==> src/rtl/core_pkg.sv <==
// Shared fetch-side types and constants: FSM state encoding, instruction size
// and the alignment rule applied to redirect targets.
package core_pkg;

  typedef enum logic [2:0] {
    IDLE  = 3'd0,
    REQ   = 3'd1,
    WAIT  = 3'd2,
    HOLD  = 3'd3,
    DRAIN = 3'd4,
    TRAP  = 3'd5
  } fetch_state_e;

  localparam int         INSTR_BYTES       = 4;
  localparam logic [1:0] TARGET_ALIGN_MASK = 2'b11;

  // A redirect target is legal only when it lands on a 4-byte boundary.
  function automatic logic is_misaligned(input logic [1:0] target_low);
    return (target_low & TARGET_ALIGN_MASK) != 2'b00;
  endfunction

endpackage

==> src/rtl/fetch_hold_reg.sv <==
// Single-entry instruction holding register between the memory response and
// decode: kill (redirect) beats load, load beats drain.
module fetch_hold_reg #(
  parameter int XLEN = 64,
  parameter int ILEN = 32
) (
  input  logic            clk,
  input  logic            reset,
  input  logic            load,
  input  logic            drain,
  input  logic            kill,
  input  logic [ILEN-1:0] load_data,
  input  logic [XLEN-1:0] load_pc,
  output logic            valid,
  output logic [ILEN-1:0] data,
  output logic [XLEN-1:0] pc
);

  always_ff @(posedge clk) begin
    if (reset) begin
      valid <= 1'b0;
      data  <= '0;
      pc    <= '0;
    end else if (kill) begin
      valid <= 1'b0;
    end else if (load) begin
      valid <= 1'b1;
      data  <= load_data;
      pc    <= load_pc;
    end else if (drain) begin
      valid <= 1'b0;
    end
  end

endmodule

==> src/rtl/fetch_redirect_unit.sv <==
// Fetch PC owner: issues one request at a time, holds the returned word for
// decode, and applies execute-stage redirects (flush, PC reload, stale drop).
module fetch_redirect_unit
  import core_pkg::*;
#(
  parameter int              XLEN     = 64,
  parameter int              ILEN     = 32,
  parameter logic [XLEN-1:0] RESET_PC = '0
) (
  input  logic            clk,
  input  logic            reset,
  input  logic            execute_done,
  input  logic            jump_signal,
  input  logic [XLEN-1:0] jump_target,
  output logic            fetch_req,
  output logic [XLEN-1:0] fetch_addr,
  input  logic            fetch_ack,
  input  logic            fetch_rvalid,
  input  logic [ILEN-1:0] fetch_rdata,
  output logic            instr_valid,
  output logic [ILEN-1:0] instr_out,
  output logic [XLEN-1:0] instr_pc,
  input  logic            decode_ready,
  output logic            flush,
  output logic            misalign_trap,
  output logic [XLEN-1:0] trap_pc,
  output fetch_state_e    fsm_state
);

  fetch_state_e    state, state_nxt;
  logic [XLEN-1:0] pc, pc_nxt;
  logic            redirect;
  logic            target_bad;
  logic            accept_rsp;
  logic            hold_valid;
  logic            hold_drain;

  // A trapped unit no longer reacts to execute; reset is its only exit.
  assign redirect   = execute_done && jump_signal && !reset && (state != TRAP);
  assign target_bad = is_misaligned(jump_target[1:0]);
  assign accept_rsp = (state == WAIT) && fetch_rvalid && !redirect;

  assign flush       = redirect;
  assign fetch_req   = (state == REQ);
  assign fetch_addr  = pc;
  assign instr_valid = hold_valid && !redirect && !reset;
  assign hold_drain  = instr_valid && decode_ready;
  assign fsm_state   = state;

  always_comb begin
    state_nxt = state;
    pc_nxt    = pc;
    if (redirect) begin
      if (target_bad) begin
        state_nxt = TRAP;
      end else begin
        pc_nxt = jump_target;
        case (state)
          // An accepted request still owes us exactly one response.
          REQ:         state_nxt = fetch_ack ? DRAIN : REQ;
          WAIT, DRAIN: state_nxt = fetch_rvalid ? REQ : DRAIN;
          default:     state_nxt = REQ;
        endcase
      end
    end else begin
      case (state)
        IDLE: state_nxt = REQ;
        REQ: begin
          if (fetch_ack) state_nxt = WAIT;
        end
        WAIT: begin
          if (fetch_rvalid) begin
            pc_nxt    = pc + XLEN'(INSTR_BYTES);
            state_nxt = hold_drain ? REQ : HOLD;
          end
        end
        HOLD: begin
          if (decode_ready) state_nxt = REQ;
        end
        DRAIN: begin
          if (fetch_rvalid) state_nxt = REQ;
        end
        TRAP:    state_nxt = TRAP;
        default: state_nxt = IDLE;
      endcase
    end
  end

  always_ff @(posedge clk) begin
    if (reset) begin
      state <= IDLE;
      pc    <= RESET_PC;
    end else begin
      state <= state_nxt;
      pc    <= pc_nxt;
    end
  end

  always_ff @(posedge clk) begin
    if (reset) begin
      misalign_trap <= 1'b0;
      trap_pc       <= '0;
    end else if (redirect && target_bad) begin
      misalign_trap <= 1'b1;
      trap_pc       <= jump_target;
    end
  end

  fetch_hold_reg #(
    .XLEN (XLEN),
    .ILEN (ILEN)
  ) u_hold (
    .clk       (clk),
    .reset     (reset),
    .load      (accept_rsp),
    .drain     (hold_drain),
    .kill      (redirect),
    .load_data (fetch_rdata),
    .load_pc   (pc),
    .valid     (hold_valid),
    .data      (instr_out),
    .pc        (instr_pc)
  );

endmodule

==> config.mk <==
export PLATFORM = sky130hd
export DESIGN_NAME = fetch_redirect_unit
export DESIGN_NICKNAME = d
export VERILOG_FILES = /design/src/rtl/core_pkg.sv /design/src/rtl/fetch_hold_reg.sv /design/src/rtl/fetch_redirect_unit.sv
export SDC_FILE = /design/constraint.sdc
export NUM_CORES = 1
export LEC_CHECK = 0
export BUFFER_PORTS_ARGS = -buffer_cell sky130_fd_sc_hd__buf_2
export CORE_MARGIN = 8
export CORE_UTILIZATION = 55
export DETAILED_ROUTE_END_ITERATION = 8
export PLACE_DENSITY_LB_ADDON = 0.3
export SLEW_MARGIN = 20
export SYNTH_ARGS = -nofsm -noshare
export SYNTH_HDL_FRONTEND = slang
export SYNTH_SLANG_ARGS = --single-unit
==> constraint.sdc <==
create_clock -name clk -period 3.4 [get_ports clk]
set_input_delay 0.34 -clock clk [delete_from_list [all_inputs] [get_ports clk]]
set_output_delay 0.34 -clock clk [all_outputs]
set_load 0.02 [all_outputs]
* After elaboration in Yosys (flattened, before gate mapping)
Cells that the tools add are included.
** Word-level totals
- Flip-flop bits (word level) :: 229
- Output and inout bits :: 231
- Logic and storage cells :: 58
** Operators by class
- Bitwise logic cells :: 1
- Equal/unequal tests :: 11
- Reductions and logical operators :: 21
- Muxes and demuxes :: 17
- Add/subtract/negate cells :: 1
** Operator list (number)
- $mux W64 :: 4
- $add A64 B3 Y64 const B :: 1
- $mux W3 :: 8
- $pmux W3 S6 :: 1
- $ne A3 B3 Y1 const B :: 4
- $logic_and A1 B1 Y1 :: 9
- $reduce_bool A2 Y1 :: 4
- $eq A3 B2 Y1 const B :: 2
- $eq A3 B3 Y1 const B :: 2
- $pmux W3 S2 :: 1
- $reduce_and A4 Y1 :: 1
- $reduce_or A2 Y1 :: 2
- $eq A3 B1 Y1 const B :: 1
- $logic_not A3 Y1 :: 1
- $ne A3 B1 Y1 const B :: 1
- $reduce_and A3 Y1 :: 1
- $logic_not A1 Y1 :: 2
- $mux W1 :: 2
- $mux W2 :: 1
- $ne A2 B2 Y1 const B :: 1
- $reduce_and A2 Y1 :: 1
- $not A1 Y1 :: 1

* Depth between registers and ports, before layout
Gate-level depths: netlist of run 1.
- Word-level depth :: 11
- Gate-level depth with buffers :: 11

* By module
Synthesis of run 1 repeated with hierarchy kept, for this count alone.
** Second synthesis, totals
- Cell total of the unflattened synthesis :: 1350
- Area, all modules :: 11109.4 µm²
** By module, submodules not included
- fetch_redirect_unit :: area each 6722.7 µm², sequential area each 2642.5 µm², times used 1, cells each 910
- fetch_hold_reg :: area each 4386.7 µm², sequential area each 1941.9 µm², times used 1, cells each 440

* Worst setup path after synthesis of run 1
OpenSTA, ideal clock, no wires.
- Path type :: flip-flop to flip-flop
- From :: register pc[2] (netlist: fetch_addr[2])
- To :: register pc[46] (netlist: fetch_addr[46])
- Arrival :: 2.229 ns
- Path slack :: 1.097 ns
- Stages on the path, launching flop included :: 9
- Cell sequence :: dfxtp_1 > ha_1 > and3_1 > buf_2 > nand3_4 > or3_4 > nor3_4 > mux2_2 > a31oi_1
** On the way
- Longest elaborated chain between the ends :: 4
** Ends and longest elaborated chain
- start, declared :: RTL line fetch_redirect_unit.sv:31 : logic [XLEN-1:0] pc, pc_nxt;
- start signal, assigned :: RTL line fetch_redirect_unit.sv:95 : pc <= pc_nxt;
- $add A64 B3 Y64 :: RTL line fetch_redirect_unit.sv:73 : pc_nxt = pc + XLEN'(INSTR_BYTES);
- $mux W64 :: RTL line fetch_redirect_unit.sv:72 : if (fetch_rvalid) begin
- $mux W64 :: RTL line fetch_redirect_unit.sv:66 : case (state)
- $mux W64 :: RTL line fetch_redirect_unit.sv:53 : if (redirect) begin
Every way passes these cells. The select of a mux whose other input is x is not followed.
A chain may end at the register's enable or synchronous reset.

* Worst setup path after layout of run 1
- From :: register pc[2] (netlist: fetch_addr[2])
- To :: register pc[54] (netlist: fetch_addr[54])
The elaborated chain is that of the path after synthesis.

==> metrics.txt, run 1 <==
H-tree Lvls=1; Die Y=152 um; Post-CTS Setup Inserts=0; Port Buf Inserts=333; met3 usage in global routing=0.0692; Post-Synthesis Cell Area=10,100 sq um; met1 Use GR=0.374; Initial Utilization=0.562; GR Util met2=0.445; CTS Buf Count=24; r2r setup slk=0.71 ns; number of synthesized register bits=between 200 and 250; Rows=between 40 and 50; die area=23,000 sq um; Mean Syn Cell Area=7.75 sq um; clk_skew=0.0168 ns; Slew Limit Fails=0; Area growth, synth to finish=25.0%; largest cells by area after synthesis=dfxtp_1 45%, nand2_1 15%, a21oi_1 10%; Syn Nets=1,411; Lkg Pwr=5.31 nW; slowest stage delay, CP=0.69 ns; power per standard cell area=485 nW/um^2; fin nets=around 1.7k; DR vias=10.7k; placed instance count=1,781; Critical Setup Path Class=reg2reg; layout cells sized above 1=0.270; Worst path depth=7; status=finished clean; crit path max fanout=11; main flop type after synthesis=dfxtp_1; cell taking the most area after synthesis=dfxtp_1; core box area=approximately 18,000 sq um; diodes inserted=0; Synth async-reset ratio=0; min-delay worst type=in2reg; commonest cells after routing, fill and taps aside=394 x nand2_1, 332 x buf_2, 229 x dfxtp_1, 208 x a21oi_1, 38 x nand3_1; top-area cell type share of the netlist area=0.453; Final Hold Fails=0; cell count after synthesis=around 1.3k; Clock Sinks=229; DRC=0; CTS max path bufs=3; sequential cell area fraction in the yosys report=0.453; first-pass GRT wire length=52.8 mm; Max Clock Freq=372 MHz; slew margin rel.=0.428; Chip Width=~150 um; Routability Congestion=0.903; capturing point of the worst reg2reg path=fetch_addr[54]; Max IR drop VDD=0.519 mV; critical path's top delay family=simple AND/OR/NAND/NOR gates; CTS tree=yes; Routed WL per cell=19.0 um; drt first-iter violations=1,066; DP Wirelength=between 20 and 25 mm; vias in the first global route=9,894; total grt overflow=0; post-route cell area=12,700 sq um; min cycle time layout=around 2.7 ns; count of hold-fix buffers inserted at cts=0; worst slack, placed=0.797 ns; Slowest cell on crit path=nor4_4; EDFF count, synth=0; clock latency on the worst-skew pair=0.52 ns; Post-Place Cell Area=~12,000 sq um; grt peak-use layer=met2; clk root buf=clkbuf_16; R2R cell count=7; commonest non-fill, non-tap cell in the layout=nand2_1; critical path endpoint category=flop; post-synth cell types=74; DRT Pass-1 Iters=7; setup violators final=0; drt total wl=34.7 mm; post-cts resize count=0; RSZ-0062 raised after global routing=no; gr usage total=0.282; part of the cycle the worst path needs=0.791; pin count of the biggest net entering global routing=81; Syn. warnings=0; CP endpoint=fetch_addr[54]; Design Power=6.13 mW; CP startpoint kind=flop; CTS clk-pin slew, worst paths=0.06 ns; R2R Path Start=fetch_addr[2]; CP required=roughly 3.8 ns; worst slew pin tran=0.859 ns; initial antenna violation count=0; Max-cap violations=0; final worst slack=0.711 ns; setup tns final=0 ns; # IOs=334; Antenna Violating Nets Remaining=0; Layout Cells excl Fill=1,824; Cell Chain, Critical Path=ha_1 -> and3_1 -> nand3_4 -> nor4_4 -> nand4_1 -> or3_1 -> a31oi_1; Worst Path Buf+Inv=0; CP startpoint=fetch_addr[2]; CP Data Arrival Time=3.12 ns; vias per cell=5.87
## logic make-up after synthesis
logic type | after synthesis | share of synthesized area
AOI/OAI and AO/OA | 339 | 0.195
adders and majority gates | 1 | 0.00124
buffers and inverters | 120 | 0.0538
DFF | 229 | 0.453
muxes | 15 | 0.0152
and+or+nand+nor | 603 | 0.283
## flip-flops by register name, indices dropped and copies added (netlist names)
signal         flops
fsm_state          3
trap_pc           64
misalign_trap      1
u_hold.valid       1
fetch_addr        64
u_hold.pc         64
u_hold.data       32
## how the worst min path moves through the flow
stage / startpoint / to / slack (ns) / cells after the start
2_1_floorplan: jump_target[48] / fetch_addr[48] / 0.47 / 2
3_3_place_gp: u_hold.pc[5] / u_hold.pc[5] / 0.44 / 2
3_5_place_dp: u_hold.pc[53] / u_hold.pc[53] / 0.44 / 2
4_1_cts: fetch_rdata[0] / u_hold.data[0] / 0.04 / 3
5_1_grt: fetch_rdata[15] / u_hold.data[15] / 0.06 / 3
6_report: fetch_rdata[5] / u_hold.data[5] / 0.06 / 3
## where the power goes
group	leakage, nW	internal, mW	switching (mW)	total (mW)
clock network	0.425	1.74	1.08	2.82
registers	1.85	2.74	0.0613	2.80
logic	3.04	0.168	0.351	0.518
total	5.31	4.64	1.49	6.13
## tightest hold or removal path, stage by stage
cell and delay (ns):
buf_2 0.09, nand2_1 0.04, a21oi_1 0.05
## routing by layer
metal | vias to the layer above | part of all wire
met2 | 599 | 0.46
met4 | 0 | 0.026
li1 | 5083 | -
met1 | 4947 | 0.39
met3 | 69 | 0.12
met5 | - | 0
## stage by stage
step           hold WS [ns]   util
6_report             0.0611  0.702
5_1_grt              0.0578  0.702
4_1_cts              0.0446  0.702
3_5_place_dp          0.443  0.655
3_3_place_gp          0.438  0.655
2_1_floorplan         0.467      -
## synth_stat cells, drive strengths merged, types with 13 or more instances
cell type	number
dfxtp	229
a211oi	13
nand2	399
nand4	21
nor3	21
a31oi	15
and3	21
o21ai	33
nor2	41
inv	14
buf	48
clkbuf	58
a21oi	208
nand3	44
## cell type report
type | instances | area, sq um
fill | 1512 | 5370
multi-input combinational | 958 | 5030
sequential | 229 | 4580
timing repair buffer | 351 | 1850
clock buffer | 37 | 751
tap | 229 | 287
clock inverter | 6 | 109
inverter | 14 | 52.6
Power figures use the tool's default switching activity.
==> run 2, diff against run 1 <==
Settings changed: CORE_UTILIZATION 55 to 46.
Clock period 3.4 ns to 2.2 ns, I/O delays scaled along.
==> metrics.txt, run 2 (synthesis gave the netlist of run 1 again) <==
CTS clk-pin slew, worst paths=0.06 ns; Cell Chain, Critical Path=nand4bb_1 -> nor2_4 -> buf_12 -> buf_4 -> nand2_1 -> a21oi_1; layout cells sized above 1=0.290; Hold Crit Start=fetch_ack; die area=27,000 sq um; Chip Width=164 um; status=finished clean; clock latency on the worst-skew pair=0.53 ns; critical path endpoint category=flop; pin count of the biggest net entering global routing=approximately 150; setup violators final=0; first-pass GRT wire length=57.3 mm; min-delay worst type=in2reg; vias per cell=5.59; Max IR drop VDD=0.625 mV; CTS max path bufs=3; GR Util met2=0.454; H-tree Lvls=1; grt peak-use layer=met2; Worst Path Buf+Inv=2; drt total wl=38.2 mm; CP startpoint kind=flop; worst slew pin tran=0.743 ns; Initial Utilization=0.467; crit path max fanout=55; initial antenna violation count=0; commonest non-fill, non-tap cell in the layout=nand2_1; power per standard cell area=approximately 670 nW/um^2; Die Y=164 um; met1 Use GR=0.308; diodes inserted=0; core box area=21,700 sq um; slew margin rel.=0.505; DR vias=11.5k; CTS tree=yes; commonest cells after routing, fill and taps aside=393 x nand2_1, 332 x buf_2, 226 x dfxtp_1, 208 x a21oi_1, 97 x dlygate4sd3_1; Routed WL per cell=approximately 19 um; Routability Congestion=0.904; vias in the first global route=10.8k; # IOs=334; Port Buf Inserts=333; fill cell count=about 1.8k; Post-Place Cell Area=12,500 sq um; Antenna Violating Nets Remaining=0; CP required=about 2.6 ns; drt first-iter violations=1,090; total grt overflow=0; met3 usage in global routing=0.0599; clk root buf=clkbuf_16; DRC=0; Clock Sinks=229; clk_skew=~0.012 ns; Final Util=0.663; gr usage total=0.262; CTS Buf Count=26; Critical Setup Path Class=reg2reg; Slowest cell on crit path=nand4bb_1; Design Power=9.63 mW; DP Wirelength=25.7 mm; part of the cycle the worst path needs=0.956; Lkg Pwr=6.17 nW; min cycle time layout=2.10 ns; Area growth, synth to finish=42.0%; Final Hold Fails=0; R2R Path Start=fsm_state[2]; fin nets=1,853; DRT Pass-1 Iters=7; CP Data Arrival Time=approximately 2.5 ns; CP startpoint=fsm_state[2]; post-route cell area=14,400 sq um; Max Clock Freq=475 MHz; critical path's top delay family=simple AND/OR/NAND/NOR gates; setup tns final=0 ns; hold_ws=~0.12 ns; Slew Limit Fails=0; slowest stage delay, CP=0.40 ns; Rows=54; Max-cap violations=0
## run 2: what timing repair did
action,4_1_cts,5_1_grt
gates resized for setup,1,6
setup buffers,0,3
pin swaps,0,2
endpoints found under the hold margin,105,0
gates cloned,0,3
setup endpoints to repair,1,14
hold buffers,97,0
## run 2: power by group
part	leakage [nW]	total (mW)	switching, mW	internal, mW
registers	1.85	4.29	0.0581	4.23
logic	3.89	1.05	0.624	0.430
clock network	0.425	4.29	1.72	2.57
total	6.17	9.63	2.40	7.23
## run 2: routing by layer
layer  vias up  part of all wire
met5         -                 0
met4         0             0.039
met3       113             0.093
met2       568              0.49
met1      5360              0.38
li1       5413                 -
## run 2: per-stage QoR
stage | cells | setup WS, ns
floorplan | 1307 | 0.0156
global placement | 1898 | 0.0854
detailed placement | 1898 | 0.0252
CTS | 2042 | 0.0334
global route | 2048 | -0.0107
finish | 2048 | 0.0958
## run 2: area by class of cell
type / instances / area [sq um] / area share
inverters: 14 / 52.6 / 0.00366
repair buffers: 519 / 3470 / 0.242
multi-input cells: 959 / 5070 / 0.352
clock inverters: 11 / 105 / 0.00731
clock buffers: 36 / 739 / 0.0514
flip-flops and latches: 229 / 4590 / 0.319
well taps: 280 / 350 / 0.0244
## run 2: path summary, 6_finish.rpt
kind	depth (start not counted)	slack [ns]	endpoint
worst max register to register	6	0.1	u_hold.data[0]
worst min-delay path	4	0.12	fsm_state[2]
worst max-delay path	6	0.1	u_hold.data[0]
worst min register to register	2	0.45	u_hold.pc[30]
## run 2: worst min-delay path, cell delays in order
cell	delay (ns)
buf_2	0.09
o21bai_1	0.08
o211ai_1	0.10
a32o_1	0.12
==> run 3, diff against run 2 <==
Settings changed: BUFFER_PORTS_ARGS -buffer_cell sky130_fd_sc_hd__buf_2 to default, CORE_UTILIZATION 46 to 60, CTS_BUF_LIST from default to sky130_fd_sc_hd__clkbuf_2 sky130_fd_sc_hd__clkbuf_4 sky130_fd_sc_hd__clkbuf_8, DONT_BUFFER_PORTS from default to 1.
==> metrics.txt, run 3 (synthesis gave the netlist of run 1 again) <==
status=complete, but fails checks; failing checks=hold timing; clk_skew=0.0194 ns; Clock Sinks=between 200 and 250; min-delay worst type=in2reg; # IOs=334; vias in the first global route=9,388; CP startpoint kind=flop; setup tns final=0 ns; core box area=approximately 17,000 sq um; DRC=0; fin nets=1,519; power per standard cell area=728 nW/um^2; R2R cell count=7; final worst slack=0.0198 ns; DP Wirelength=24.5 mm; die area=21,300 sq um; RSZ-0062 raised after global routing=yes; CTS max path bufs=3; setup violators final=0; Routability Congestion=0.928; commonest cells after routing, fill and taps aside=394 x nand2_1, 226 x dfxtp_1, 207 x a21oi_1, 106 x buf_4, 57 x dlygate4sd3_1; slew margin rel.=0.575; H-tree Lvls=2; gr usage total=0.308; min cycle time layout=2.18 ns; CTS Buf Count=38; CP required=2.68 ns; Max-cap violations=0; Final Util=0.750; Lkg Pwr=4.56 nW; Critical Setup Path Class=reg2reg; Port Buf Inserts=0; Chip Width=146 um; DRT Pass-1 Iters=6; Worst Path Buf+Inv=3; layout cells sized above 1=0.162; commonest non-fill, non-tap cell in the layout=nand2_1; clock latency on the worst-skew pair=about 0.54 ns; CTS tree=yes; crit path max fanout=25; drt total wl=36.9 mm; Die Y=146 um; Slowest cell on crit path=dlygate4sd3_1; critical path's top delay family=buffers and inverters; total grt overflow=0; Worst path depth=7; DR vias=10.5k; Final Hold Fails=around 180; first-pass GRT wire length=53.4 mm; pin count of the biggest net entering global routing=215; worst slack, placed=0.0423 ns; Design Power=9.02 mW; critical path endpoint category=flop; Routed WL per cell=22.2 um; Rows=47; r2r setup slk=0.02 ns; clk root buf=clkbuf_8; Max Clock Freq=459 MHz; worst slew pin tran=0.636 ns; Cell Chain, Critical Path=buf_4 -> and4bb_1 -> nand2_4 -> buf_12 -> nand2_1 -> a21oi_1 -> dlygate4sd3_1; Max IR drop VDD=roughly 0.53 mV; vias per cell=6.32; hold_ws=-0.246 ns; drt first-iter violations=1,487; Antenna Violating Nets Remaining=0; slowest stage delay, CP=0.57 ns; Area growth, synth to finish=22.4%; CTS clk-pin slew, worst paths=around 0.070 ns; CP Data Arrival Time=2.66 ns; Slew Limit Fails=0; initial antenna violation count=1; part of the cycle the worst path needs=0.991; Initial Utilization=0.613; hold path cells=1
-- run 3: layout make-up --
type	count	area, sq um
timing repair buffer	174	1600
inverter	14	52.6
sequential	229	4590
fill	1220	4130
clock inverter	17	140
tap	220	275
clock buffer	51	664
multi-input combinational	958	5070
antenna	1	2.50
-- run 3: worst paths after layout --
check                      from              to
setup / recovery   fsm_state[0]  u_hold.data[3]
hold / removal            reset     trap_pc[34]
setup reg to reg   fsm_state[0]  u_hold.data[3]
hold reg to reg   fetch_addr[3]   fetch_addr[3]
-- run 3: timing repair --
item	4_1_cts	5_1_grt
pin swaps	0	4
gates cloned	2	1
hold buffers	20	37
hold endpoints to repair	224	205
endpoints found under the setup margin	1	20
resized for setup	0	19
setup buffers	0	5
-- run 3: worst register-to-register path, cell delays in order (launching register included) --
cell	delay, ns
dfxtp_1	0.35
buf_4	0.20
and4bb_1	0.28
nand2_4	0.21
buf_12	0.21
nand2_1	0.11
a21oi_1	0.20
dlygate4sd3_1	0.57
-- run 3: layer usage --
metal,vias to the layer above,global-route usage,share of wire
met5,-,0,0
met2,827,0.474,0.44
met3,128,0.128,0.16
li1,4753,-,-
met1,4803,0.381,0.36
met4,0,0.103,0.034
-- run 3: where the power goes --
group          internal [mW]  switching [mW]  leakage, nW  total, mW
logic                  0.265           0.409         2.28      0.673
registers               4.23           0.130         1.85       4.36
clock network           2.22            1.77        0.431       3.99
-- run 3: metrics by stage --
step,hold slack (ns),instance area (sq um),std cells
after floorplan,0.347,10100,1307
after global placement,0.308,10800,1530
after detailed placement,0.311,10800,1530
after CTS,-0.245,11900,1620
after global routing,-0.255,12400,1664
final,-0.246,12400,1664
